==> src/rtl/sevenseg_value_encoder.sv <==
// Converts a bus-written binary value into per-digit 7-segment patterns (hex or decimal),
// and generates the free-running scan_en tick for the downstream display multiplexer.
module sevenseg_value_encoder #(
  parameter int N        = 2,
  parameter int W        = 8,
  parameter int PRESCALE = 50000,
  parameter int BLANK_LZ = 1
) (
  input  logic         clk,
  input  logic         reset,
  input  logic         we,
  input  logic [W-1:0] wdata,
  input  logic         dec_mode,
  output logic         busy,
  output logic [6:0]   digit_values [0:N-1],
  output logic         scan_en
);

  localparam int CW   = $clog2(W + 1);
  localparam int PW   = $clog2(PRESCALE);
  localparam int HW   = (W > 4 * N) ? W : 4 * N;
  localparam int CMPW = (W > 64) ? W : 64;

  function automatic longint unsigned pow10(input int n);
    longint unsigned p;
    p = 1;
    for (int k = 0; k < n; k++) p = p * 10;
    return p;
  endfunction

  localparam longint unsigned P10 = pow10(N);
  // Decimal overflow is only reachable when 10**N fits in the value range.
  localparam bit DEC_CAN_OVF = (W >= 64) ? 1'b1 : (P10 <= ((64'd1 << W) - 64'd1));

  function automatic logic [6:0] seg7(input logic [3:0] d);
    case (d)
      4'h0: seg7 = 7'h40;  4'h1: seg7 = 7'h79;  4'h2: seg7 = 7'h24;  4'h3: seg7 = 7'h30;
      4'h4: seg7 = 7'h19;  4'h5: seg7 = 7'h12;  4'h6: seg7 = 7'h02;  4'h7: seg7 = 7'h78;
      4'h8: seg7 = 7'h00;  4'h9: seg7 = 7'h10;  4'hA: seg7 = 7'h08;  4'hB: seg7 = 7'h03;
      4'hC: seg7 = 7'h46;  4'hD: seg7 = 7'h21;  4'hE: seg7 = 7'h06;  default: seg7 = 7'h0E;
    endcase
  endfunction

  typedef enum logic [1:0] {IDLE, SHIFT, ENCODE} state_t;

  state_t          state, state_nx;
  logic [W-1:0]    val_q, bin_q;
  logic            mode_q;
  logic [4*N-1:0]  bcd_q, bcd_adj;
  logic [CW-1:0]   cnt_q;
  logic [PW-1:0]   pre_q;
  logic [HW-1:0]   hex_ext;
  logic            hex_ovf, dec_ovf, ovf, nz;
  logic [3:0]      nib;
  logic [6:0]      seg_nx [0:N-1];

  always_ff @(posedge clk) begin
    if (reset) state <= IDLE;
    else       state <= state_nx;
  end

  always_comb begin
    state_nx = state;
    case (state)
      IDLE:    if (we) state_nx = dec_mode ? SHIFT : ENCODE;
      SHIFT:   if (cnt_q == CW'(1)) state_nx = ENCODE;
      ENCODE:  state_nx = IDLE;
      default: state_nx = IDLE;
    endcase
  end

  assign busy = (state != IDLE);

  // Double-dabble correction step applied before each shift.
  always_comb begin
    bcd_adj = bcd_q;
    for (int i = 0; i < N; i++) begin
      if (bcd_q[4*i +: 4] >= 4'd5) bcd_adj[4*i +: 4] = bcd_q[4*i +: 4] + 4'd3;
    end
  end

  assign hex_ext = HW'(val_q);
  assign hex_ovf = (W > 4 * N) && ((hex_ext >> (4 * N)) != '0);
  assign dec_ovf = DEC_CAN_OVF && (CMPW'(val_q) >= CMPW'(P10));
  assign ovf     = mode_q ? dec_ovf : hex_ovf;

  // Walk from the top digit down so nz tracks "this or any higher digit non-zero".
  always_comb begin
    nz  = 1'b0;
    nib = 4'h0;
    for (int i = 0; i < N; i++) seg_nx[i] = 7'h7F;
    for (int i = N - 1; i >= 0; i--) begin
      nib = mode_q ? bcd_q[4*i +: 4] : hex_ext[4*i +: 4];
      nz  = nz | (nib != 4'h0);
      if (ovf)                               seg_nx[i] = 7'h3F;
      else if (BLANK_LZ != 0 && !nz && i != 0) seg_nx[i] = 7'h7F;
      else                                   seg_nx[i] = seg7(nib);
    end
  end

  always_ff @(posedge clk) begin
    if (reset) begin
      val_q  <= '0;
      bin_q  <= '0;
      mode_q <= 1'b0;
      bcd_q  <= '0;
      cnt_q  <= '0;
      for (int i = 0; i < N; i++) digit_values[i] <= 7'h7F;
    end else begin
      case (state)
        IDLE: if (we) begin
          val_q  <= wdata;
          bin_q  <= wdata;
          mode_q <= dec_mode;
          bcd_q  <= '0;
          cnt_q  <= CW'(W);
        end
        SHIFT: begin
          {bcd_q, bin_q} <= {bcd_adj[4*N-2:0], bin_q, 1'b0};
          cnt_q          <= cnt_q - CW'(1);
        end
        ENCODE: for (int i = 0; i < N; i++) digit_values[i] <= seg_nx[i];
        default: ;
      endcase
    end
  end

  always_ff @(posedge clk) begin
    if (reset)                            pre_q <= '0;
    else if (pre_q == PW'(PRESCALE - 1))  pre_q <= '0;
    else                                  pre_q <= pre_q + PW'(1);
  end

  assign scan_en = (pre_q == PW'(PRESCALE - 1));

endmodule
==> config.mk <==
export PLATFORM = sky130hd
export DESIGN_NAME = sevenseg_value_encoder
export DESIGN_NICKNAME = d
export VERILOG_FILES = /design/src/rtl/sevenseg_value_encoder.sv
export SDC_FILE = /design/constraint.sdc
export NUM_CORES = 1
export LEC_CHECK = 0
export CELL_PAD_IN_SITES_DETAIL_PLACEMENT = 1
export CELL_PAD_IN_SITES_GLOBAL_PLACEMENT = 2
export CORE_MARGIN = 1.5
export CORE_UTILIZATION = 37
export DETAILED_ROUTE_END_ITERATION = 7
export PLACE_DENSITY_LB_ADDON = 0.08
export SLEW_MARGIN = 10
export SYNTH_ARGS = -nofsm -noshare
export SYNTH_HDL_FRONTEND = slang
export SYNTH_SLANG_ARGS = --single-unit
==> constraint.sdc <==
create_clock -name clk -period 5.3 [get_ports clk]
set_clock_uncertainty 0.2 [all_clocks]
set_input_delay 1.59 -clock clk [delete_from_list [all_inputs] [get_ports clk]]
set_output_delay 1.59 -clock clk [all_outputs]
set_load 0.005 [all_outputs]
Word-level counts from Yosys, hierarchy flattened
Memory sizes are Yosys's and may differ from the RTL's.
Index checks and enable logic that the tools add are counted.

cells by class
  $add $sub $neg = 4
  $lt $le $gt $ge = 3
  eq/ne operators = 6
  muxes and demuxes = 18
  reductions and logical operators = 8

operator list
  cell                                                                    count
  8-bit case mux with 2 select lines                                      2
  7-bit two-way mux                                                       3
  16-bit by 1-bit adder with 16-bit output (second input constant)        1
  16-bit equality test (second input constant)                            1
  4-bit two-way mux                                                       4
  8-bit two-way mux                                                       2
  4-bit by 3-bit >= comparator with 1-bit output (second input constant)  2
  8-bit by 7-bit >= comparator with 1-bit output (second input constant)  1
  4-bit case mux with 2 select lines                                      1
  2-bit two-way mux                                                       3
  2-bit AND reduction                                                     3
  4-bit by 2-bit adder with 4-bit output (second input constant)          1
  4-bit by 1-bit equality test with 1-bit output (second input constant)  1
  2-bit != test (second input constant)                                   2
  2-bit case mux with 2 select lines                                      1
  2-bit nonzero test                                                      2
  4-bit nonzero test                                                      1
  4-bit by 1-bit subtractor with 4-bit output (second input constant)     1
  3-bit by 2-bit adder with 3-bit output (second input constant)          1
  3-bit two-way mux                                                       1
  2-bit by 1-bit equality test with 1-bit output (second input constant)  1
  2-bit equality test (second input constant)                             1
  2-bit logical NOT                                                       1
  2-bit OR reduction                                                      1
  1-bit two-way mux                                                       1

storage, ports and cells
  register bits = 61
  bits in read-only memories = 224
  bits of input ports = 12
  output and inout bits = 16
  logic and storage cells = 50
  memories = 2

memories
  name             words  width  read ports  clocked after Yosys merged registers in  write ports  RTL line  RTL
  (no name shown)  16     7      1           0                                        0            36        case (d)
  (no name shown)  16     7      1           0                                        0            36

Longest topological paths before layout
  word-level depth = 4
  mapped depth = 10
  depth with buffers taken out = 8

Worst setup path before layout
No wires, ideal clock.

  path kind = flip-flop to output port
  from = register pre_q[10]
  to = output port scan_en
  arrival = 1,430 ps
  data required time = 3,510 ps
  path slack = 2,080 ps
  stages on the path, launching flop included = 4
  path buffers = 0
  cells stage by stage = dfxtp_1 or4b_1 or4_1 nor3_2

between the ends
  cells in the longest elaborated chain, start to end = 1

ends and longest elaborated chain
  element                 RTL line  RTL
  start, declared         51        logic [PW-1:0] pre_q;
  start signal, assigned  131       else pre_q <= pre_q + PW'(1);
  16-bit equality test    134       assign scan_en = (pre_q == PW'(PRESCALE - 1));
  end, declared           16        output logic scan_en

No other way between the ends.

Final worst setup path
Same ends and word-level chain as after synthesis.

==> flow_metrics.env <==
export IMPL_outcome="complete, no violations"
export IMPL_yosysMostFrequentCell="dfxtp_1"
export IMPL_initial_core_util_pct=38.5
export IMPL_max_freq_ghz=0.242
export IMPL_postSynthCellCount=387
export IMPL_top_usage_layer="met2"
export IMPL_vias=2711
export IMPL_synth_top_cell_area_share_pct=38.5
export IMPL_pin_count=28
export IMPL_cts_made_buffers=9
export IMPL_track_usage_pct=18.3
export IMPL_ys_seq_elements=61
export IMPL_path_clk_slew_ns=0.07
export IMPL_antenna_found_initial=0
export IMPL_maxCapViolations=0
export IMPL_viasPerCell=5.23
export IMPL_grt_pass1_vias=2607
export IMPL_synth_edf_count=0
export IMPL_slew_viol_final=0
export IMPL_worstPathArrival_ns=2.33
export IMPL_use_met2_pct=27.5
export IMPL_worstPathMaxFanout=4
export IMPL_fin_setup_tns_ns=0
export IMPL_numPortBuffers=27
export IMPL_wl_mm=7.41
export IMPL_clock_latency_ns=0.34
export IMPL_dieArea_um2=9150
export IMPL_clk_path_buf_depth=2
export IMPL_relSlewSlack_pct=49.7
export IMPL_grt_max_degree=37
export IMPL_yosysTopAreaCell="dfxtp_1"
export IMPL_path_class="reg -> out"
export IMPL_synthToLayoutAreaGrowth_pct=16.7
export IMPL_die_y_um=95.6
export IMPL_setup_viol=0
export IMPL_crit_path_end_kind="output pin"
export IMPL_place_hpwl_mm=5.33
export IMPL_synth_area_top_cells="dfxtp_1 38%, ha_1 7.9%, nand2_1 6.1%"
export IMPL_vdd_drop_max_v=0.000147
export IMPL_met1_usage_pct=25.5
export IMPL_final_util_pct=44.9
export IMPL_syn_avg_cell_area_um2=8.21
export IMPL_final_cells=518
export IMPL_fin_crit_ns=4.12
export IMPL_drtAntennaViolNets=0
export IMPL_drc=0
export IMPL_dieWidth_um=95.6
export IMPL_use_met3_pct=3.59
export IMPL_yosysWarnings=0
export IMPL_wl_per_cell_um=14.3
export IMPL_hold_class="reg -> reg"
export IMPL_ff2ff_path_depth=9
export IMPL_ctsResizeCount=0
export IMPL_cts_hold_fix_buffers=0
export IMPL_rows=33
export IMPL_ctsRootBufferMaster="clkbuf_8"
export IMPL_coreArea_um2=8260
export IMPL_start_kind="flop"
export IMPL_cts_setup_buffers=0
export IMPL_p_per_area_nw_per_um2=290
export IMPL_grt_overflow_total=0
export IMPL_cts_max_level=3
export IMPL_netlist_top_cells_count="61 x dfxtp_1, 52 x nand2_1, 47 x nor2_1"
export IMPL_insertedDiodeCount=0
export IMPL_tightest_slew_ns=0.751
export IMPL_syn_num_nets=419
export IMPL_synth_seq_area_share_pct=38.5
export IMPL_dp_cells=503
export IMPL_timing_final_crit_share_pct=77.8
export IMPL_hold_viol_final=0
export IMPL_grt_pass1_wl_mm=12.8
export IMPL_drtIter0Drc=102
export IMPL_p_leak_nw=1.36
export IMPL_ys_flop_type="dfxtp_1"
export IMPL_synth_cell_types=46
export IMPL_syn_area_um2=3180
export IMPL_drive_above_1_share_pct=6.78
export IMPL_layout_nets=441
export IMPL_synth_async_reset_ratio_pct=0
export IMPL_min_path_cells=2
export IMPL_required_ns=3.51
export IMPL_firstDrtPassIters=4
export IMPL_clkSinkCount=61
export IMPL_tritoncts="done"
export IMPL_place_gp_congestion=0.781
export IMPL_rsz0062_at_grt="false"
-- metal layers --
| metal | vias to the layer above | wire length, um |
|---|---|---|
| met5 | - | 0 |
| met4 | 0 | 129 |
| met3 | 10 | 187 |
| met2 | 36 | 3190 |
| met1 | 1286 | 3910 |
| li1 | 1379 | - |
-- stage by stage --
stage	hold WS, ns	cell area (um2)	setup slack (ns)	power [mW]
global placement	0.246	3510	1.54	0.665
finish	0.266	3710	1.18	1.08
global route	0.290	3710	1.05	1.14
detailed placement	0.257	3510	1.53	0.669
floorplan	0.230	3180	2.08	0.611
CTS	0.270	3710	1.15	1.09
-- layout make-up --
type	instances	area, um2
fillers	997	4550
well taps	105	131
flip-flops and latches	61	1220
clock buffers	11	151
multi-input cells	288	1790
inverters	19	71.3
clock inverters	4	47.5
repair buffers	30	293
-- kinds of logic after synthesis --
kind of cell    share of synthesized area [%]
compound gates                           15.7
xor+xnor                                 4.69
fa+ha+maj                                7.88
buf+inv                                  5.16
flops                                    38.5
mux                                      5.67
simple gates                             22.4
-- path summary, 6_finish.rpt --
kind	from	end	slack [ns]
max	pre_q[10]	scan_en	1.18
min reg2reg	bin_q[7]	bcd_q[0]	0.27
min	bin_q[7]	bcd_q[0]	0.27
max reg2reg	mode_q	digit_values[8]	2.77
-- sequential cells by signal (all words and copies together), names as in the netlist --
signal,count
digit_values,14
cnt_q,4
state,2
bin_q,8
bcd_q,8
mode_q,1
pre_q,16
hex_ext,8
-- worst max-delay path: stages, from the launching register on --
cell and delay (ns):
dfxtp_1 0.34, or4b_1 0.50, or4_1 0.49, nor3_2 0.14
clkdlybuf4s50_1 0.53
-- placed cells by master (no fill, tap or decap), drive strengths merged, types with 9 or more instances in the layout --
cell / count
ha: 20
xnor2: 9
nand2: 52
nand3: 16
inv: 19
dfxtp: 61
a21oi: 31
clkbuf: 11
nor2: 47
o21ai: 11
mux2i: 9
a31oi: 11
nor3: 10
clkdlybuf4s50: 27
-- where the power goes --
group | internal (mW) | total, mW | switching [mW]
Clock | 0.238 | 0.421 | 0.183
Combinational | 0.0682 | 0.154 | 0.0858
Sequential | 0.482 | 0.501 | 0.0191
Total | 0.789 | 1.08 | 0.287
No activity file was read; power rests on OpenSTA's default activity.
